## src/rtl/ifetch_unit.sv

```systemverilog
// Instruction-fetch stage: issues one request/ack read per PC, buffers the
// returned {pc, instr} pairs in a small circular queue for decode, stalls
// the PC register while a fetch is outstanding or the queue is full, and
// discards queue contents plus any in-flight fetch on a redirect flush.
module ifetch_unit #(
  parameter int DEPTH = 2,
  parameter int PTR_W = 1
) (
  input  logic        clk,
  input  logic        rst,
  input  logic [31:0] pc_in,
  input  logic        flush,
  output logic        fetch_block,
  output logic        imem_req,
  output logic [31:0] imem_addr,
  input  logic        imem_ack,
  input  logic [31:0] imem_rdata,
  output logic        id_valid,
  input  logic        id_ready,
  output logic [31:0] id_pc,
  output logic [31:0] id_instr
);

  // DROP: a flushed fetch is still waiting on memory; its data is thrown away.
  typedef enum logic [1:0] {S_IDLE, S_WAIT, S_DROP} state_t;

  state_t                r_state, w_state_nxt;
  logic                  r_req;
  logic [31:0]           r_addr;
  logic [PTR_W-1:0]      r_rd_ptr, r_wr_ptr;
  logic [PTR_W:0]        r_count;
  logic [DEPTH-1:0][31:0] r_q_pc, r_q_instr;

  logic w_issue, w_push, w_pop, w_full;

  assign w_full = (r_count == (PTR_W+1)'(DEPTH));

  // Next-state decode; also flags when a fetch is issued or its data is kept.
  always_comb begin
    w_state_nxt = r_state;
    w_issue     = 1'b0;
    w_push      = 1'b0;
    case (r_state)
      S_IDLE: begin
        if (!flush && !w_full) begin
          w_issue     = 1'b1;
          w_state_nxt = S_WAIT;
        end
      end
      S_WAIT: begin
        if (imem_ack) begin
          w_push      = !flush;
          w_state_nxt = S_IDLE;
        end else if (flush) begin
          w_state_nxt = S_DROP;
        end
      end
      S_DROP: begin
        if (imem_ack) w_state_nxt = S_IDLE;
      end
      default: w_state_nxt = S_IDLE;
    endcase
  end

  // Flush wins over a pop, so that cycle's id_ready is ignored.
  assign w_pop = (r_count != '0) & id_ready & !flush;

  // State register.
  always_ff @(posedge clk or negedge rst) begin
    if (!rst) r_state <= S_IDLE;
    else      r_state <= w_state_nxt;
  end

  // Request stays up through DROP: a memory transaction is never abandoned.
  always_ff @(posedge clk or negedge rst) begin
    if (!rst) begin
      r_req  <= 1'b0;
      r_addr <= '0;
    end else begin
      r_req <= (w_state_nxt != S_IDLE);
      if (w_issue) r_addr <= pc_in;
    end
  end

  // Queue control: pointers wrap naturally since DEPTH is a power of two.
  always_ff @(posedge clk or negedge rst) begin
    if (!rst) begin
      r_rd_ptr <= '0;
      r_wr_ptr <= '0;
      r_count  <= '0;
    end else if (flush) begin
      r_rd_ptr <= '0;
      r_wr_ptr <= '0;
      r_count  <= '0;
    end else begin
      if (w_push) r_wr_ptr <= r_wr_ptr + PTR_W'(1);
      if (w_pop)  r_rd_ptr <= r_rd_ptr + PTR_W'(1);
      case ({w_push, w_pop})
        2'b10:   r_count <= r_count + 1'b1;
        2'b01:   r_count <= r_count - 1'b1;
        default: r_count <= r_count;
      endcase
    end
  end

  // Queue storage; flush leaves contents alone, only reset clears them.
  always_ff @(posedge clk or negedge rst) begin
    if (!rst) begin
      r_q_pc    <= '0;
      r_q_instr <= '0;
    end else if (w_push) begin
      r_q_pc[r_wr_ptr]    <= r_addr;
      r_q_instr[r_wr_ptr] <= imem_rdata;
    end
  end

  assign imem_req    = r_req;
  assign imem_addr   = r_addr;
  assign id_valid    = (r_count != '0);
  assign id_pc       = r_q_pc[r_rd_ptr];
  assign id_instr    = r_q_instr[r_rd_ptr];
  // Low during flush so the PC register takes the redirect target.
  assign fetch_block = !flush & ((r_state != S_IDLE) | w_full);

endmodule

```

## config.mk

```make
export PLATFORM = sky130hd
export DESIGN_NAME = ifetch_unit
export DESIGN_NICKNAME = d
export VERILOG_FILES = /design/src/rtl/ifetch_unit.sv
export SDC_FILE = /design/constraint.sdc
export NUM_CORES = 1
export LEC_CHECK = 0
export BUFFER_PORTS_ARGS = -buffer_cell sky130_fd_sc_hd__buf_2
export CAP_MARGIN = 20
export CORE_ASPECT_RATIO = 0.6
export CORE_MARGIN = 3
export CORE_UTILIZATION = 45
export CTS_CLUSTER_DIAMETER = 30
export DETAILED_ROUTE_END_ITERATION = 16
export GPL_TIMING_DRIVEN = 0
export PLACE_DENSITY = 0.7
export SYNTH_ARGS = -nofsm -noshare
export SYNTH_HDL_FRONTEND = slang
export SYNTH_SLANG_ARGS = --single-unit
```

## constraint.sdc

```tcl
create_clock -name clk -period 4.46 [get_ports clk]
set_input_delay 1.115 -clock clk [delete_from_list [all_inputs] [get_ports clk]]
set_output_delay 1.115 -clock clk [all_outputs]
set_load 0.01 [all_outputs]
```

==> results_dict.tcl <==
set metrics [dict create \
    outcome "completed" \
    vias_per_cell 5.08 \
    initial_core_util 0.472 \
    drt-initial-drc-count 168 \
    die_w_um 172 \
    num_rows 35 \
    final_layout_size_suffix_gt1_frac 0.700 \
    area_growth_syn_to_layout_pct 23.1 \
    die-area_sq_um 18100 \
    finalClockSkew_ns 0.00998 \
    min_period_ns 3.40 \
    cts.path.max_buffers 2 \
    synthesis.area_sq_um 7420 \
    diodes 0 \
    setup_viol 0 \
    yosys-top-cells-area "dfrtp_1 56%, mux2_2 25%, mux2_4 12%" \
    path_class "flop to primary output" \
    end_kind "primary output" \
    synth_top_family_by_area "multiplexers" \
    wl_per_cell_um 18.7 \
    setup-tns-final_ns 0 \
    postPlaceCellArea_sq_um 8540 \
    switching_share 0.301 \
    cts_resized 0 \
    yosysTopAreaCell "dfrtp_1" \
    grt_max_degree 90 \
    cts_root_buf "clkbuf_16" \
    crit_slowest_cell "clkbuf_1" \
    synth.most_common_cell "dfrtp_1" \
    cp_max_fo 10 \
    synth-simple-area-share 0.0202 \
    fin_util 0.581 \
    cap_violations 0 \
    synth_edf_count 0 \
    cts_inserted_buffers 17 \
    dp_hpwl_um 10900 \
    cp-start-kind "flop" \
    netlist.area_leader.share 0.563 \
    slew_violations 0 \
    highest_layer "met4" \
    cp_cell_sequence "clkbuf_1, buf_2, mux2_2, buf_2" \
    max-vdd-ir-drop_mv 0.288 \
    power.total_mw 5.72 \
    fin_cells 849 \
    cp_common_cell "buf_2" \
    synthMuxAreaShare 0.372 \
    synth-seq-cells 167 \
    synth_compound_area_frac 0.00371 \
    nNetsFinal 702 \
    synth_common_cells "167 x dfrtp_1, 163 x mux2_2, 60 x mux2_4" \
    tritoncts "built" \
    finalHoldViolations 0 \
    p_per_area_nw_per_um2 626 \
    ios 168 \
    synth_nets 516 \
    first_pass_iters 4 \
    grt_pass1_wl_um 25900 \
    cts_max_level 4 \
    rsz0062_at_grt "false" \
    yosys.area_share.adder 0 \
    clk_pin_slew_worst_paths_ns 0.07 \
    wl_met2_um 6730 \
    clock-sinks 167 \
    max_freq_ghz 0.294 \
    cts_hold_buf 0 \
    antenna_found_initial 0 \
    first_global_vias 4768 \
    ys_types 27 \
    p_switching_mw 1.72 \
    grt_use_total 0.182 \
    slew_headroom 0.514 \
    period_share 0.763 \
    fin_area_sq_um 9130 \
    die_h_um 105 \
    tightest_slew_ns 0.724 \
    combPwrFrac 0.316 \
    drc 0 \
    clock_latency_ns 0.41 \
    netlist_instances 447 \
    dpl.cell_count 817 \
    wl_met3_um 1080 \
    wirelength_um 15900 \
    wl_met1_um 7980 \
    clkPwrFrac 0.258 \
    cp_data_required_time_ns 3.35 \
    postCtsSetupBuffers 0 \
    p_leak_nw 4.43 \
    crit_family "buffers and inverters" \
    ant_nets 0 \
    port_buffers 166 \
    ys_seq_area_frac 0.563 \
    yosys_warnings 0 \
    synth_area_per_cell_sq_um 16.6 \
    cp_num_buf_inv 3 \
    power_frac_seq 0.426 \
    synth_xor_area_frac 0.00354 \
    hp-class "flop to flop" \
    gp_congestion 0.743 \
    coreArea_sq_um 15700 \
    max_stage_delay_ns 0.56 \
    via_count 4311 \
    async_flop_share 1.00 \
    arrival_ns 2.29 \
    synthFlopType "dfrtp_1" \
    p_int_mw 4.00 \
    gr-total-overflow 0 \
]
==> path summary, 6_finish.rpt <==
check	startpoint	to	slack (ns)	cells after the start
max	r_rd_ptr	id_instr[24]	1.06	4
min	r_q_pc[44]	r_q_pc[44]	0.50	1
max reg2reg	r_state[1]	imem_addr[29]	2.38	4
min reg2reg	r_q_pc[44]	r_q_pc[44]	0.50	1
max in group asynchronous	rst	r_q_pc[6]	2.84	2
min in group asynchronous	rst	r_q_instr[10]	0.72	1
==> final cells by class <==
cell class | instances | area, sq um
Fill cell | 1243 | 6590
Sequential cell | 167 | 4180
Multi-Input combinational cell | 254 | 2960
Timing Repair Buffer | 167 | 865
Clock buffer | 18 | 439
Buffer | 26 | 275
Tap cell | 203 | 254
Clock inverter | 14 | 159
==> metrics by stage <==
step / hold WS [ns] / worst slack (ns)
6_report: 0.502 / 1.06
5_1_grt: 0.519 / 0.891
4_1_cts: 0.504 / 0.975
3_5_place_dp: 0.487 / 1.45
3_3_place_gp: 0.481 / -0.0800
2_1_floorplan: 0.474 / 1.94
==> cells in the final DEF, fill, tap and decap left out, types with 2 or more instances in the layout <==
master	Yosys	layout
inv_6	0	6
mux2_1	2	2
buf_4	3	3
nand2b_1	2	2
buf_12	6	6
buf_6	8	9
inv_8	0	2
mux2_4	60	60
nand3b_1	2	2
mux2_2	163	163
nor2b_1	2	2
a21oi_1	3	3
clkbuf_1	2	2
xor2_1	2	2
dfrtp_1	167	167
buf_2	7	172
clkinv_8	0	2
nor2_1	5	5
clkbuf_16	0	17
or2_2	2	2
==> metal layers <==
layer  track usage  vias up
met5             0        -
met4        0.0393        0
met3        0.0618       14
met2         0.262      126
met1         0.267     2202
li1              -     1969
==> power groups by stage <==
| stage | logic (mW) | registers, mW | clock network, mW |
|---|---|---|---|
| global route | 1.95 | 2.51 | 1.59 |
| global placement | 1.78 | 2.39 | 0 |
| CTS | 1.83 | 2.43 | 1.52 |
| finish | 1.81 | 2.43 | 1.48 |
| floorplan | 1.21 | 2.37 | 0 |
| detailed placement | 1.82 | 2.44 | 0 |
==> state kept, by name (all words and copies together), names as in the netlist <==
signal and count:
imem_addr 32, imem_req 1, r_count 2, r_q_instr 64, r_q_pc 64, r_rd_ptr 1
r_state 2, r_wr_ptr 1
==> logic make-up (layout without fill, tap and decap cells) <==
| group | after synthesis | in the layout |
|---|---|---|
| mux | 225 | 225 |
| flops | 167 | 167 |
| buf+inv | 26 | 225 |
| simple gates | 21 | 21 |
| compound gates | 5 | 5 |
| xor+xnor | 3 | 3 |
Power figures use the tool's default switching activity.
